===== src/rtl/align_dwsn_sched_pkg.sv =====
// Shared types and constants for the align_dwsn access scheduler.
package align_dwsn_sched_pkg;

  localparam int unsigned SRC_W = 2;

  localparam logic [SRC_W-1:0] SRC_C0  = 2'd0;
  localparam logic [SRC_W-1:0] SRC_C1  = 2'd1;
  localparam logic [SRC_W-1:0] SRC_SCR = 2'd2;

  typedef enum logic [1:0] {
    S_IDLE,
    S_RUN,
    S_DRAIN
  } scrub_state_e;

  typedef struct packed {
    logic             vld;
    logic [SRC_W-1:0] src;
  } ret_entry_t;

  // Memory return latency; never below one cycle.
  function automatic int unsigned calc_rdly(input int unsigned sram_delay,
                                            input int unsigned flopmem);
    return (sram_delay + flopmem < 1) ? 1 : sram_delay + flopmem;
  endfunction

endpackage


===== src/rtl/align_dwsn_retpipe.sv =====
// Read-return tracker: shifts {vld,src} alongside the memory read latency.
module align_dwsn_retpipe
  import align_dwsn_sched_pkg::*;
#(
  parameter int unsigned RDLY = 2
) (
  input  logic             clk,
  input  logic             rst,
  input  logic             load,
  input  logic [SRC_W-1:0] load_src,
  output logic             tail_vld,
  output logic [SRC_W-1:0] tail_src,
  output logic             scr_pend_c
);

  ret_entry_t stage [RDLY];

  always_ff @(posedge clk or posedge rst) begin
    if (rst) begin
      for (int unsigned i = 0; i < RDLY; i++) stage[i] <= '0;
    end else begin
      stage[0] <= '{vld: load, src: load_src};
      for (int unsigned i = 1; i < RDLY; i++) stage[i] <= stage[i-1];
    end
  end

  assign tail_vld = stage[RDLY-1].vld;
  assign tail_src = stage[RDLY-1].src;

  // Scrub reads still travelling; the entry at the tail is returning now.
  always_comb begin
    scr_pend_c = 1'b0;
    for (int unsigned i = 0; i + 1 < RDLY; i++) begin
      if (stage[i].vld && stage[i].src == SRC_SCR) scr_pend_c = 1'b1;
    end
  end

endmodule


===== src/rtl/align_dwsn_sched.sv =====
// Two-client round-robin arbiter with idle-cycle parity scrub and error log
// in front of a single-port align_dwsn memory.
module align_dwsn_sched
  import align_dwsn_sched_pkg::*;
#(
  parameter int unsigned WIDTH      = 32,
  parameter int unsigned BITADDR    = 10,
  parameter int unsigned NUMADDR    = 1024,
  parameter int unsigned BITPADR    = 10,
  parameter int unsigned SRAM_DELAY = 2,
  parameter int unsigned FLOPMEM    = 0,
  parameter int unsigned BITECNT    = 8
) (
  input  logic               clk,
  input  logic               rst,
  input  logic               c0_read,
  input  logic               c0_write,
  input  logic [BITADDR-1:0] c0_addr,
  input  logic [WIDTH-1:0]   c0_din,
  output logic               c0_gnt,
  output logic               c0_vld,
  output logic [WIDTH-1:0]   c0_dout,
  output logic               c0_serr,
  input  logic               c1_read,
  input  logic               c1_write,
  input  logic [BITADDR-1:0] c1_addr,
  input  logic [WIDTH-1:0]   c1_din,
  output logic               c1_gnt,
  output logic               c1_vld,
  output logic [WIDTH-1:0]   c1_dout,
  output logic               c1_serr,
  output logic               read,
  output logic               write,
  output logic [BITADDR-1:0] addr,
  output logic [WIDTH-1:0]   din,
  input  logic [WIDTH-1:0]   dout,
  input  logic               serr,
  input  logic [BITPADR-1:0] padr,
  input  logic               scrub_en,
  output logic               scrub_done,
  input  logic               err_clr,
  output logic               err_vld,
  output logic [BITPADR-1:0] err_padr,
  output logic [SRC_W-1:0]   err_src,
  output logic [BITECNT-1:0] err_cnt
);

  localparam int unsigned        RDLY      = calc_rdly(SRAM_DELAY, FLOPMEM);
  localparam logic [BITADDR-1:0] LAST_ADDR = BITADDR'(NUMADDR - 1);

  logic               req0, req1, gnt_scr, rr;
  logic [SRC_W-1:0]   load_src, tail_src;
  logic               tail_vld, scr_pend_c, ret_err;
  scrub_state_e       state, state_nxt;
  logic [BITADDR-1:0] ptr, ptr_nxt;

  // rr=0 prefers c0; scrub only takes cycles no client wants.
  always_comb begin
    req0    = c0_read | c0_write;
    req1    = c1_read | c1_write;
    c0_gnt  = req0 && (!req1 || !rr);
    c1_gnt  = req1 && (!req0 || rr);
    gnt_scr = (state == S_RUN) && scrub_en && !req0 && !req1;
  end

  always_comb begin
    read     = 1'b0;
    write    = 1'b0;
    addr     = '0;
    din      = '0;
    load_src = SRC_SCR;
    if (c0_gnt) begin
      read     = c0_read & ~c0_write;
      write    = c0_write;
      addr     = c0_addr;
      din      = c0_din;
      load_src = SRC_C0;
    end else if (c1_gnt) begin
      read     = c1_read & ~c1_write;
      write    = c1_write;
      addr     = c1_addr;
      din      = c1_din;
      load_src = SRC_C1;
    end else if (gnt_scr) begin
      read = 1'b1;
      addr = ptr;
    end
  end

  always_ff @(posedge clk or posedge rst) begin
    if (rst)         rr <= 1'b0;
    else if (c0_gnt) rr <= 1'b1;
    else if (c1_gnt) rr <= 1'b0;
  end

  align_dwsn_retpipe #(.RDLY(RDLY)) u_retpipe (
    .clk        (clk),
    .rst        (rst),
    .load       (read),
    .load_src   (load_src),
    .tail_vld   (tail_vld),
    .tail_src   (tail_src),
    .scr_pend_c (scr_pend_c)
  );

  always_ff @(posedge clk or posedge rst) begin
    if (rst) begin
      state <= S_IDLE;
      ptr   <= '0;
    end else begin
      state <= state_nxt;
      ptr   <= ptr_nxt;
    end
  end

  // Scrub walker; pointer is held across pauses so a pass resumes in place.
  always_comb begin
    state_nxt  = state;
    ptr_nxt    = ptr;
    scrub_done = 1'b0;
    case (state)
      S_IDLE: if (scrub_en) state_nxt = S_RUN;
      S_RUN: begin
        if (!scrub_en) begin
          state_nxt = S_IDLE;
        end else if (gnt_scr) begin
          if (ptr == LAST_ADDR) begin
            ptr_nxt   = '0;
            state_nxt = S_DRAIN;
          end else begin
            ptr_nxt = ptr + BITADDR'(1);
          end
        end
      end
      S_DRAIN: begin
        if (!scr_pend_c) begin
          scrub_done = 1'b1;
          state_nxt  = S_IDLE;
        end
      end
      default: state_nxt = S_IDLE;
    endcase
  end

  assign c0_vld  = tail_vld && (tail_src == SRC_C0);
  assign c1_vld  = tail_vld && (tail_src == SRC_C1);
  assign c0_dout = dout;
  assign c1_dout = dout;
  assign c0_serr = c0_vld && serr;
  assign c1_serr = c1_vld && serr;
  assign ret_err = tail_vld && serr;

  // First-error capture plus saturating count; a same-cycle error beats clear.
  always_ff @(posedge clk or posedge rst) begin
    if (rst) begin
      err_vld  <= 1'b0;
      err_padr <= '0;
      err_src  <= '0;
      err_cnt  <= '0;
    end else if (err_clr) begin
      err_vld  <= ret_err;
      err_padr <= ret_err ? padr : '0;
      err_src  <= ret_err ? tail_src : '0;
      err_cnt  <= ret_err ? BITECNT'(1) : '0;
    end else if (ret_err) begin
      if (err_cnt != '1) err_cnt <= err_cnt + BITECNT'(1);
      if (!err_vld) begin
        err_vld  <= 1'b1;
        err_padr <= padr;
        err_src  <= tail_src;
      end
    end
  end

endmodule


===== config.mk =====
export PLATFORM = sky130hd
export DESIGN_NAME = align_dwsn_sched
export DESIGN_NICKNAME = d
export VERILOG_FILES = /design/src/rtl/align_dwsn_sched_pkg.sv /design/src/rtl/align_dwsn_retpipe.sv /design/src/rtl/align_dwsn_sched.sv
export SDC_FILE = /design/constraint.sdc
export NUM_CORES = 1
export LEC_CHECK = 0
export CAP_MARGIN = 5
export CORE_AREA = 2 2 104 106
export CTS_BUF_LIST = sky130_fd_sc_hd__clkbuf_4 sky130_fd_sc_hd__clkbuf_8
export DETAILED_ROUTE_END_ITERATION = 10
export DIE_AREA = 0 0 106 108
export GPL_TIMING_DRIVEN = 0
export PLACE_DENSITY = 0.78
export SLEW_MARGIN = 20
export SYNTH_ARGS = -nofsm -noshare
export SYNTH_HDL_FRONTEND = slang
export SYNTH_SLANG_ARGS = --single-unit

===== constraint.sdc =====
create_clock -name clk -period 2 [get_ports clk]
set_input_delay 0.2 -clock clk [delete_from_list [all_inputs] [get_ports clk]]
set_output_delay 0.2 -clock clk [all_outputs]
set_load 0.02 [all_outputs]

Yosys cells after proc, flatten, opt, wreduce, memory -nomap -nowiden
Index checks and enable logic that the tools add are counted.

operators by class
  multiplexer cells = 38
  $add $sub $neg = 2
  reductions and logical operators = 25
  eq/ne operators = 11
  bitwise operators = 6

operator list
  kind                                                             number
  10-bit 2-to-1 mux                                                8
  32-bit 2-to-1 mux                                                2
  8-bit 2-to-1 mux                                                 3
  2-bit 2-to-1 mux                                                 11
  1-bit 2-to-1 mux                                                 13
  1-bit logical AND                                                11
  10-bit by 1-bit adder with 10-bit output, second input constant  1
  10-bit == test, second input constant                            1
  8-bit by 1-bit adder with 8-bit output, second input constant    1
  8-bit != test, second input constant                             1
  2-bit != test, second input constant                             3
  2-bit case mux with 3 select lines                               1
  2-bit nonzero test                                               3
  2-bit by 1-bit == test with 1-bit output, second input constant  2
  2-bit == test, second input constant                             2
  2-bit zero test                                                  2
  2-bit AND reduction                                              2
  4-bit AND reduction                                              1
  1-bit zero test                                                  3
  3-bit by 2-bit != test with 1-bit output, second input constant  1
  3-bit != test, second input constant                             1
  3-bit AND reduction                                              1
  1-bit AND                                                        2
  1-bit logical OR                                                 2
  2 further kinds                                                  4

storage, ports and cells
  flip-flop bits (word level) = 40
  bits of input ports = 135
  logic and storage cells = 93
  output and inout port bits = 136

Longest topological paths before layout
Gate-level depths: netlist of run 1.

  depth after elaboration = 7
  gate-level depth with buffers = 6
  depth with buffers taken out = 5

By module
From an unflattened synthesis of run 1, not the netlist that was laid out.

second synthesis, totals
  cells, all modules = 297
  area, all modules = 2845.2 µm²

by module, submodules not included
  module              cells an instance  times used  area an instance (µm²)  seq. area each (µm²)
  align_dwsn_sched    287                1           2667.6                  850.8
  align_dwsn_retpipe  10                 1           177.7                   150.1

Worst setup path after synthesis of run 1
Ideal clock, no wire load.

  path type = register -> register
  start point = register err_cnt[0]
  end point = register err_cnt[1]
  setup time = 0.131 ns
  path buffers = 0
  arrival = 1.534 ns
  period minus slack after synthesis = 1.665 ns
  data required time = 1.869 ns
  slack = 0.335 ns
  stages on the path, launching flop included = 6
  path through = dfrtp_1 -> ha_1 -> nand3_1 -> o311ai_1 -> mux2i_1 -> nor2_1

between the ends
  word-level cells in the longest chain between the ends = 4
  elaborated cells on any way between the ends = 7
  those cells by class = add/sub (1); eq/ne (1); mux (3); reduce/logical (2)

RTL lines
  what                                    line                     text
  start, declared                         align_dwsn_sched.sv:45   output logic [BITECNT-1:0] err_cnt
  start signal, assigned                  align_dwsn_sched.sv:164  err_cnt <= ret_err ? BITECNT'(1) : '0;
  start signal, assigned                  align_dwsn_sched.sv:166  if (err_cnt != '1) err_cnt <= err_cnt + BITECNT'(1);
  8-bit by 1-bit adder with 8-bit output  align_dwsn_sched.sv:166
  8-bit 2-to-1 mux                        align_dwsn_sched.sv:166
  8-bit 2-to-1 mux                        align_dwsn_sched.sv:165  end else if (ret_err) begin
  8-bit 2-to-1 mux                        align_dwsn_sched.sv:160  end else if (err_clr) begin

Several ways; a longest one is shown, not always the timed one. The select of a mux whose other input is x is not followed.
A chain may end at the register's enable or synchronous reset.

Final worst setup path of run 1
  start point = register state[1]
  end point = output addr[3]

between the ends
  word-level cells in the longest chain between the ends = 7

RTL lines
  what                                      line                     text
  start, declared                           align_dwsn_sched.sv:54   scrub_state_e state, state_nxt;
  start signal, assigned                    align_dwsn_sched.sv:111  state <= state_nxt;
  2-bit by 1-bit == test with 1-bit output  align_dwsn_sched.sv:63   gnt_scr = (state == S_RUN) && scrub_en && !req0 && !req1;
  1-bit logical AND (3 in a row)            align_dwsn_sched.sv:63
  10-bit 2-to-1 mux                         align_dwsn_sched.sv:84   end else if (gnt_scr) begin
  10-bit 2-to-1 mux                         align_dwsn_sched.sv:78   end else if (c1_gnt) begin
  10-bit 2-to-1 mux                         align_dwsn_sched.sv:72   if (c0_gnt) begin
  end, declared                             align_dwsn_sched.sv:34   output logic [BITADDR-1:0] addr,

No other way between the ends.

==> reports/qor.csv, run 1 <==
stage,metric,value,unit
run_status,outcome,"complete, but fails checks",
run_status,failing checks,negative setup slack,
yosys,Syn Inst Count,294,
cells_and_area,Ant. Diodes,0,
setup_path,"reg-to-reg slack, setup",260,ps
floorplanning,I/O pin count,271,
placed_design,DP HPWL,8.96,mm
cts,clk sinks,40,
power_and_ir_drop,worst vdd ir,0.000211,V
sta,Final Cycle Share,100,%
setup_path,reg-to-reg startpoint,err_cnt[0],
sta,Fin. Hold Viols,0,
sta,Finish-stage setup viols,1,
cts,worst skew pair latency,290,ps
yosys,number of synthesized flops with an enable pin,0,
yosys,mapped cell area,2800,sq um
sta,clock skew,7.36,ps
setup_path,Crit Path Max Fanout,7,
global_routing,total congestion overflow,0,
global_routing,largest net degree at the start of global routing,22,
cells_and_area,layout cell share with drive strength beyond 1,25.9,%
sta,max-slew violation count,0,
power_and_ir_drop,pwr dens,522,nW/um^2
global_routing,Total GRT Usage,17.5,%
global_routing,initial antenna violation count,0,
cells_and_area,Sequential Area,1000,sq um
floorplanning,Die Span Y,108,um
setup_path,Worst setup EP type,output port,
power_and_ir_drop,leakage power,2.53,nW
floorplanning,Core Region,10200,sq um
yosys,#FFs+latches synth,40,
power_and_ir_drop,total power,0.00282,W
cells_and_area,Fillers,913,
placed_design,global placement routability congestion,0.859,
job,Max-cap violations,0,
yosys,synthesized area per cell,9.54,sq um
global_routing,first-pass GRT wire length,16.0,mm
drt,initial drt markers,132,
drt,# DRC,0,
setup_path,FF-to-FF path depth,5,
floorplanning,die area,11400,sq um
floorplanning,Initial Util,27.4,%
placed_design,Placed Cells,668,
cts,number of buffers created by CTS,5,
cts,worst-case clock buffer depth,2,
cells_and_area,area taken by multi-input logic gates,1200,sq um
min_path,Hold Crit Class,primary input to asynchronous set/reset pin,
drt,Routed Wire Length,10.7,mm
yosys,Ys Warns,0,
cts,hold buffer count at CTS,0,
cts,CTS tree,done,
sta,fin worst setup slack,-0.625,ps
sta,fmax,500,MHz
floorplanning,FP Rows,37,
yosys,top_reg_cell synth,dfrtp_1,
cts,Clock Tree Root,clkbuf_8,
setup_path,RR Endpoint,err_cnt[1],
yosys,register area share after synthesis,35.7,%
setup_path,Worst setup SP type,flop,
cells_and_area,Total Nets Final,681,
sta,min Tclk post-route,2000,ps
cells_and_area,final core utilization,52.9,%
global_routing,vias in the first global route,3208,
yosys,Cell variety after synth,47,
yosys,Syn Nets,431,
drt,Vias per Instance,4.59,
setup_path,CP arrival,1800,ps
sta,Slew HR,67.9,%
drt,drt wl/cell,15.8,um
placed_design,Port Buf Inserts,237,
cells_and_area,area grow syn2layout,93.1,%
yosys,"FFs w/ async S/R, synth",100,%
sta,RSZ-0062 raised after global routing,true,
drt,DRT Pass-1 Iters,6,
drt,vias post-DR,3127,
floorplanning,Die W,106,um
drt,"antenna viol nets, final",0,
setup_path,WS Path Type,flop to output port,
cts,H-tree depth,2,
cts,"Reg clk slew, reported paths",80,ps
setup_path,worst endpoint required time,1800,ps
cells_and_area,Post-Layout Cell Count,681,
sta,Worst-Margin Slew,473,ps
[critical path, cell delays in order, from the launching register on]
cell and delay (ps):
dfrtp_1 380, and3b_2 230, and2_4 190, buf_6 140, a222oi_1 350, inv_1 90
buf_6 140
[logic make-up after synthesis]
family                   count (synthesis)  synth area share (%)
adder cells (fa/ha/maj)                  2                 0.892
AND/OR/NAND/NOR                         65                  13.7
multiplexers                             3                  1.07
buffers and inverters                   98                  22.5
AO/OA/AOI/OAI                           77                  23.3
XOR/XNOR                                 9                  2.81
flip-flops                              40                  35.7
[power by group]
part           total (W)  switching [W]  internal [W]
clock network   0.000575       0.000267      0.000309
logic            0.00134       0.000633      0.000704
registers       0.000912      0.0000530      0.000859
total            0.00282       0.000953       0.00187
[cell usage in the layout (no fill, tap or decap), types with 2 or more instances in the layout]
cell and n:
o211ai_1 2, nand4_1 6, nor3b_1 3, o21bai_1 2, xnor2_1 3, clkdlybuf4s15_2 2
xor2_1 6, inv_1 16, buf_2 12, and2_1 3, nor2_1 9, clkbuf_1 2
nand3_1 7, o21ai_0 2, clkdlybuf4s50_1 185, clkbuf_8 6, nor3_1 7, a222oi_1 11
a21oi_1 3, buf_4 74, nand2_1 11, nor4_4 2, dlygate4sd2_1 11, buf_6 9
a22o_1 44, dfrtp_1 39, a31oi_1 2, nor2b_1 2, clkbuf_4 2, mux2i_1 3
ha_1 2, and3_1 3, clkdlybuf4s15_1 2, clkbuf_2 24
[flip-flops by register name, indices dropped and copies added, names as in the netlist]
name                count
err_src                 2
u_retpipe.tail_vld      1
u_retpipe.tail_src      2
rr                      1
ptr                    10
err_vld                 1
u_retpipe.stage         3
state                   2
err_cnt                 8
err_padr               10
[synthesized netlist by cell type (all sizes together) (3+ instances only)]
| cell type | instances | share of area, % |
|---|---|---|
| nor4 | 3 | 1.7 |
| dfrtp | 40 | 36 |
| xor2 | 6 | 1.9 |
| and3 | 3 | 0.67 |
| clkbuf | 5 | 0.67 |
| inv | 17 | 2.3 |
| nand4 | 6 | 1.3 |
| a22o | 44 | 14 |
| nor2 | 10 | 1.3 |
| nand3 | 7 | 1.2 |
| and2 | 4 | 0.89 |
| a21oi | 4 | 0.85 |
| buf | 76 | 20 |
| nor3 | 7 | 1.2 |
| o21ai | 3 | 0.54 |
| mux2i | 3 | 1.1 |
| xnor2 | 3 | 0.94 |
| nor3b | 3 | 0.80 |
| nand2 | 12 | 1.7 |
| a222oi | 11 | 3.9 |
[layer usage]
metal	GRT usage, %	wire (um)	up-vias
met5	0	0	-
met4	2.54	43	0
met3	5.91	900	4
met2	34.0	5830	144
met1	18.6	3960	1469
li1	-	-	1510
[repair_timing]
item                                    CTS  global route
endpoints found under the hold margin     0             0
pin swaps                                 4             6
endpoints found under the setup margin   49            40
buffers inserted                          8             1
cloned                                    0             0
resized for setup                       116            55
[final cells by class]
cell class	count	share of cell area, %
Timing Repair Buffer	247	42.7
Multi-Input combinational cell	156	22.2
Sequential cell	40	18.5
Buffer	77	10.4
Tap cell	136	3.14
Clock buffer	8	1.80
Inverter	17	1.18
[metrics by stage]
stage	TNS, ps	setup slack [ps]	area [sq um]	hold WS [ps]
after floorplan	0	335	2800	277
after global placement	-31280	-750	5350	359
after detailed placement	-32260	-776	5370	361
after CTS	-14.2	-14.2	5500	264
after global routing	-378	-143	5410	282
final	-0.625	-0.625	5410	251
[how the worst max path moves through the flow]
stage          cells after the start  slack [ps]       start          to
3_3_place_gp                       6        -750    c1_write     din[12]
3_5_place_dp                       6        -780    c1_write     din[16]
6_report                           6        -0.6    state[1]     addr[3]
5_1_grt                            6        -140    state[1]     addr[3]
2_1_floorplan                      5         330  err_cnt[0]  err_cnt[1]
4_1_cts                            6         -10    state[1]     addr[3]
No activity file was read; power rests on OpenSTA's default activity.
==> inputs of run 2 (changes only) <==
ABC_AREA = 1   (was not set)
CORE_AREA = 2 2 106 108   (was 2 2 104 106)
DIE_AREA = 0 0 108 110   (was 0 0 106 108)
PLACE_DENSITY = 0.79   (was 0.78)
SYNTH_HIERARCHICAL = 1   (was not set)
clock period = 2.3 ns   (was 2 ns; I/O delays follow)
==> reports/qor.csv, run 2 <==
stage,metric,value,unit,change
run_status,outcome,"complete, no violations",,
setup_path,Worst setup SP type,primary input,,
yosys,Syn Inst Count,387,,+32%
min_path,Hold Crit Class,primary input to asynchronous set/reset pin,,
cts,worst-case clock buffer depth,2,,unchanged
yosys,mapped cell area,3090,sq um,+10%
placed_design,DP HPWL,8.92,mm,-0.47%
floorplanning,Initial Util,28.8,%,+1.4 points
yosys,register area share after synthesis,32.4,%,-3.3 points
setup_path,FF-to-FF path depth,7,,+2
setup_path,crit path launch,c1_read,,
setup_path,Crit Path Max Fanout,10,,+3
cts,"Reg clk slew, reported paths",80,ps,about the same
drt,DRT Pass-1 Iters,4,,-2
cts,H-tree depth,2,,unchanged
cells_and_area,"Non-Filler Cell Area, Final",5720,sq um,+5.6%
yosys,Commonest cells post-synth,"73 x nand2_1, 68 x buf_4, 40 x dfrtp_1",,
cells_and_area,most frequent cells in the layout,"192 x clkdlybuf4s50_1, 73 x nand2_1, 69 x buf_4",,
floorplanning,Die W,108,um,+1.9%
yosys,area share of the largest cell type after synthesis,32.4,%,-3.3 points
yosys,Ys Warns,6,,+6
floorplanning,die area,11900,sq um,+3.8%
cells_and_area,Total Nets Final,770,,+13%
global_routing,total congestion overflow,0,,unchanged
yosys,"count leader, synth",nand2_1,,
cells_and_area,Fillers,965,,+5.7%
cells_and_area,Ant. Diodes,0,,unchanged
global_routing,vias in the first global route,3399,,+6.0%
drt,initial drt markers,162,,+23%
cts,clk sinks,40,,unchanged
floorplanning,Die Span Y,110,um,+1.9%
yosys,Cell variety after synth,33,,-30%
yosys,number of synthesized flops with an enable pin,0,,unchanged
sta,RSZ-0062 raised after global routing,false,,
setup_path,RR Endpoint,ptr[3],,
floorplanning,Core Region,10700,sq um,+4.6%
power_and_ir_drop,total power,0.00289,W,+2.4%
setup_path,WS Path Type,primary input to output port,,
drt,"antenna viol nets, final",0,,unchanged
yosys,Syn Nets,524,,+22%
setup_path,Worst setup EP type,output port,,
setup_path,CP arrival,1970,ps,+170 ps
global_routing,first-pass GRT wire length,15.4,mm,-3.9%
sta,max-slew violation count,0,,unchanged
drt,Vias per Instance,4.52,,-1.6%
sta,Slew HR,50.9,%,-17 points
sta,Worst-Margin Slew,736,ps,+262 ps
drt,Routed Wire Length,10.4,mm,-3.4%
cts,Clock Tree Root,clkbuf_8,,
yosys,synthesized area per cell,7.97,sq um,-16%
power_and_ir_drop,pwr dens,506,nW/um^2,-3.1%
cells_and_area,area grow syn2layout,85.3,%,
power_and_ir_drop,worst vdd ir,0.000281,V,+33%
cells_and_area,"most common cell after layout, fill and taps aside",clkdlybuf4s50_1,,
floorplanning,I/O pin count,271,,unchanged
sta,Final Cycle Share,95.6,%,
drt,# DRC,0,,unchanged
sta,Finish-stage setup viols,0,,-1
cells_and_area,biggest regs,"err_padr (10), ptr (10), err_cnt (8)",,
placed_design,Port Buf Inserts,238,,+0.42%
sta,Fin Setup TNS,0,ps,+0.625 ps
global_routing,initial antenna violation count,0,,unchanged
setup_path,worst endpoint required time,2070,ps,+270 ps
placed_design,placed cell area,5640,sq um,+5.0%
sta,clock skew,9.68,ps,+2.32 ps
cells_and_area,layout cell share with drive strength beyond 1,17.8,%,-8.0 points
setup_path,crit path to,addr[3],,
global_routing,largest net degree at the start of global routing,35,,+59%
power_and_ir_drop,leakage power,2.69,nW,+6.6%
setup_path,"reg-to-reg slack, setup",740,ps,+480 ps
yosys,"FFs w/ async S/R, synth",100,%,unchanged
yosys,top_reg_cell synth,dfrtp_1,,
drt,drt wl/cell,13.4,um,-15%
sta,min Tclk post-route,2200,ps,
yosys,most area-hungry cell type in the Yosys netlist,dfrtp_1,,
setup_path,reg-to-reg startpoint,ptr[0],,
cts,number of buffers created by CTS,5,,unchanged
sta,fmax,455,MHz,
placed_design,global placement routability congestion,0.855,,-0.54%
floorplanning,FP Rows,38,,+2.7%
cts,CTS tree,done,,
yosys,#FFs+latches synth,40,,unchanged
global_routing,Total GRT Usage,16.1,%,-1.3 points
sta,Fin. Hold Viols,0,,unchanged
drt,vias post-DR,3497,,+12%
yosys,dominant cells by area after synthesis,"dfrtp_1 32%, buf_4 17%, a22o_1 9.1%",,
job,Max-cap violations,0,,unchanged
cts,worst skew pair latency,290,ps,about the same
[run 2: cell types whose count changed in the layout (fill, tap and decap cells not counted), moves of 19 or more]
cell and change:
nand2_1 +62, dlygate4sd2_1 +31, clkbuf_2 -24, inv_1 +22, nand3_1 +22, o21ai_0 +19
[run 2: worst min path at each step]
stage / startpoint / endpoint / slack, ps / depth (start not counted)
6_report: rst / u_retpipe/stage[5] / 190 / 2
5_1_grt: rst / u_retpipe/tail_vld / 230 / 2
3_3_place_gp: u_retpipe/stage[4] / u_retpipe/tail_src[1] / 360 / 0
4_1_cts: rst / u_retpipe/stage[5] / 200 / 2
2_1_floorplan: rst / u_retpipe/stage[3] / 20 / 1
3_5_place_dp: u_retpipe/stage[5] / u_retpipe/tail_vld / 370 / 0
[run 2: cell type report]
cell class | instances | area [sq um] | area share [%]
Tap cell | 140 | 175 | 3.06
Buffer | 80 | 599 | 10.5
Inverter | 43 | 161 | 2.82
Clock buffer | 5 | 68.8 | 1.20
Timing Repair Buffer | 239 | 2340 | 41.0
Sequential cell | 40 | 1000 | 17.5
Multi-Input combinational cell | 224 | 1320 | 23.2
Clock inverter | 3 | 42.5 | 0.744
[run 2: per-stage QoR]
stage,std cells,setup WS (ps),util [%],hold slack (ps)
floorplan,387,816,-,21.0
global placement,765,-176,52.7,359
detailed placement,765,-200,52.7,370
CTS,774,30.3,53.4,200
global route,774,0.242,53.4,228
finish,774,102,53.4,194
[run 2: logic make-up (layout without fill, tap and decap cells)]
logic type | count (synthesis) | after routing | synth area share (%)
simple gates | 139 | 139 | 21.1
buf+inv | 123 | 370 | 24.7
compound gates | 75 | 75 | 18.7
flops | 40 | 40 | 32.4
xor+xnor | 8 | 8 | 2.27
fa+ha+maj | 2 | 2 | 0.811
[run 2: layer usage]
metal  track usage (%)  wire length, um
met4              4.49              194
met3              4.59              979
met5                 0                0
met1              15.6             3450
met2              32.9             5740
[run 2: critical path: stages]
cell	delay [ps]
clkdlybuf4s50_1	480
nor2_4	220
nand2_4	100
nor2_8	160
inv_2	70
buf_4	190
o211ai_2	130
dlygate4sd2_1	380
[run 2: repair_timing]
item                       CTS  global route
cloned                       0             0
gates resized for setup     43             4
hold buffers                 0             0
buffers inserted             1             0
pin swaps                    1             0
setup endpoints to repair   43             4
[run 2: power breakdown]
group	leakage [nW]	internal, W	switching, W	total [W]
Sequential	0.523	0.000802	0.0000986	0.000901
Combinational	2.12	0.000687	0.000723	0.00141
Clock	0.0541	0.000321	0.000258	0.000579
==> inputs of run 3 (changes only) <==
SLEW_MARGIN = not set   (was 20)
==> reports/qor.csv, run 3 (synthesis results as in run 2) <==
stage,metric,value,unit,change
global_routing,largest net degree at the start of global routing,22,,-37%
cts,number of buffers created by CTS,5,,unchanged
sta,min Tclk post-route,2180,ps,-19.8 ps
setup_path,worst endpoint required time,2070,ps,about the same
cells_and_area,biggest regs,"err_padr (10), ptr (10), err_cnt (8)",,
setup_path,FF-to-FF path depth,7,,unchanged
setup_path,Crit Path Max Fanout,10,,unchanged
floorplanning,Die W,108,um,unchanged
global_routing,vias in the first global route,3302,,-2.9%
setup_path,Worst setup EP type,output port,,
drt,"antenna viol nets, final",0,,unchanged
setup_path,Worst setup SP type,primary input,,
drt,vias post-DR,3496,,-0.029%
global_routing,Total GRT Usage,16.2,%,+0.075 points
cts,CTS tree,done,,
floorplanning,die area,11900,sq um,unchanged
global_routing,first-pass GRT wire length,15.4,mm,about the same
sta,clock skew,11.3,ps,+1.58 ps
sta,RSZ-0062 raised after global routing,false,,
placed_design,Post-Place Setup Slack,-192,ps,+7.72 ps
sta,Finish-stage setup viols,0,,unchanged
floorplanning,Core Region,10700,sq um,unchanged
drt,initial drt markers,150,,-7.4%
floorplanning,Initial Util,28.8,%,unchanged
drt,Routed Wire Length,10.4,mm,+0.27%
drt,drt wl/cell,13.4,um,+0.14%
sta,Fin. Hold Viols,0,,unchanged
cells_and_area,"most common cell after layout, fill and taps aside",clkdlybuf4s50_1,,
floorplanning,FP Rows,38,,unchanged
floorplanning,Die Span Y,110,um,unchanged
cells_and_area,Post-Layout Cell Count,775,,+0.13%
global_routing,initial antenna violation count,0,,unchanged
setup_path,crit path launch,c1_write,,
cts,"Reg clk slew, reported paths",70,ps,about the same
job,Max-cap violations,0,,unchanged
min_path,Hold Crit Class,primary input to asynchronous set/reset pin,,
run_status,outcome,"complete, no violations",,
power_and_ir_drop,leakage power,2.71,nW,+0.63%
sta,fin worst setup slack,122,ps,+19.8 ps
power_and_ir_drop,pwr dens,504,nW/um^2,-0.28%
drt,Vias per Instance,4.51,,-0.16%
cts,worst-case clock buffer depth,2,,unchanged
power_and_ir_drop,total power,0.00290,W,+0.22%
setup_path,WS Path Type,primary input to output port,,
sta,worst-case hold slack,188,ps,-5.25 ps
placed_design,Placed Cells,766,,+0.13%
power_and_ir_drop,worst vdd ir,0.000288,V,+2.5%
cts,Clock Tree Root,clkbuf_8,,
setup_path,reg-to-reg startpoint,ptr[0],,
cts,hold buffer count at CTS,0,,unchanged
sta,Final Cycle Share,94.7,%,-0.86 points
setup_path,"reg-to-reg slack, setup",740,ps,about the same
cells_and_area,Total Nets Final,771,,+0.13%
cells_and_area,final core utilization,53.7,%,+0.27 points
drt,# DRC,0,,unchanged
cells_and_area,most frequent cells in the layout,"192 x clkdlybuf4s50_1, 73 x nand2_1, 69 x buf_4",,
setup_path,CP arrival,1950,ps,-20 ps
global_routing,total congestion overflow,0,,unchanged
cells_and_area,area grow syn2layout,86.2,%,
cts,H-tree depth,2,,unchanged
cts,worst skew pair latency,290,ps,about the same
floorplanning,I/O pin count,271,,unchanged
placed_design,Port Buf Inserts,238,,unchanged
sta,Worst-Margin Slew,644,ps,-92.1 ps
cts,clk sinks,40,,unchanged
sta,Slew HR,57.0,%,+6.2 points
placed_design,DP HPWL,8.96,mm,+0.47%
drt,DRT Pass-1 Iters,4,,unchanged
cells_and_area,Ant. Diodes,0,,unchanged
sta,max-slew violation count,0,,unchanged
sta,fmax,459,MHz,+0.91%
placed_design,global placement routability congestion,0.855,,unchanged
setup_path,RR Endpoint,ptr[3],,
cells_and_area,layout cell share with drive strength beyond 1,17.8,%,-0.028 points
## run 3: cell types whose count changed in the layout (fill, tap and decap cells not counted), sizes merged
cell / before / now
clkdlybuf4s15: 1 / 2
clkbuf: 7 / 8
buf: 79 / 80
dlygate4sd2: 42 / 41
clkinvlp: 1 / 0
## run 3: per-stage QoR
stage	cell area [sq um]	setup TNS, ps
after floorplan	3090	0
after global placement	5640	-4870
after detailed placement	5670	-5560
after CTS	5740	0
after global routing	5750	0
final	5750	0
## run 3: how the worst max path moves through the flow
stage / endpoint / cells after the start / slack (ps)
after floorplan: err_cnt[2] / 8 / 820
after global placement: addr[6] / 8 / -180
after detailed placement: addr[6] / 8 / -190
after CTS: c1_gnt / 6 / 30
after global routing: read / 8 / 2
final: addr[6] / 8 / 120
## run 3: metal layers
layer	wire length, um	GRT usage (%)	vias to the layer above
met5	0	0	-
met4	82	3.75	0
met3	995	5.00	6
met2	5830	32.9	172
met1	3500	15.9	1604
li1	-	-	1714
## run 3: power breakdown
| group | total [W] | switching [W] | internal [W] |
|---|---|---|---|
| Sequential | 0.000898 | 0.0000964 | 0.000802 |
| Clock | 0.000578 | 0.000244 | 0.000334 |
| Combinational | 0.00142 | 0.000728 | 0.000693 |
## run 3: worst max-delay path, stage by stage
cell	delay, ps
clkdlybuf4s50_1	500
nor2_4	200
nand2_4	100
nor2_8	160
inv_2	70
buf_4	190
o211ai_2	140
clkdlybuf4s15_1	360
## run 3: layout make-up
| class | instances | area (sq um) |
|---|---|---|
| sequential | 40 | 1000 |
| fill | 960 | 4950 |
| tap | 140 | 175 |
| timing repair buffer | 240 | 2370 |
| multi-input combinational | 224 | 1320 |
| clock buffer | 6 | 76.3 |
| buffer | 80 | 599 |
| inverter | 43 | 161 |
| clock inverter | 2 | 35.0 |
## run 3: repair_timing
item / 4_1_cts / 5_1_grt
cloned: 0 / 0
gates resized for setup: 43 / 5
pin swaps: 1 / 0
buffers inserted: 1 / 0
endpoints found under the setup margin: 43 / 5
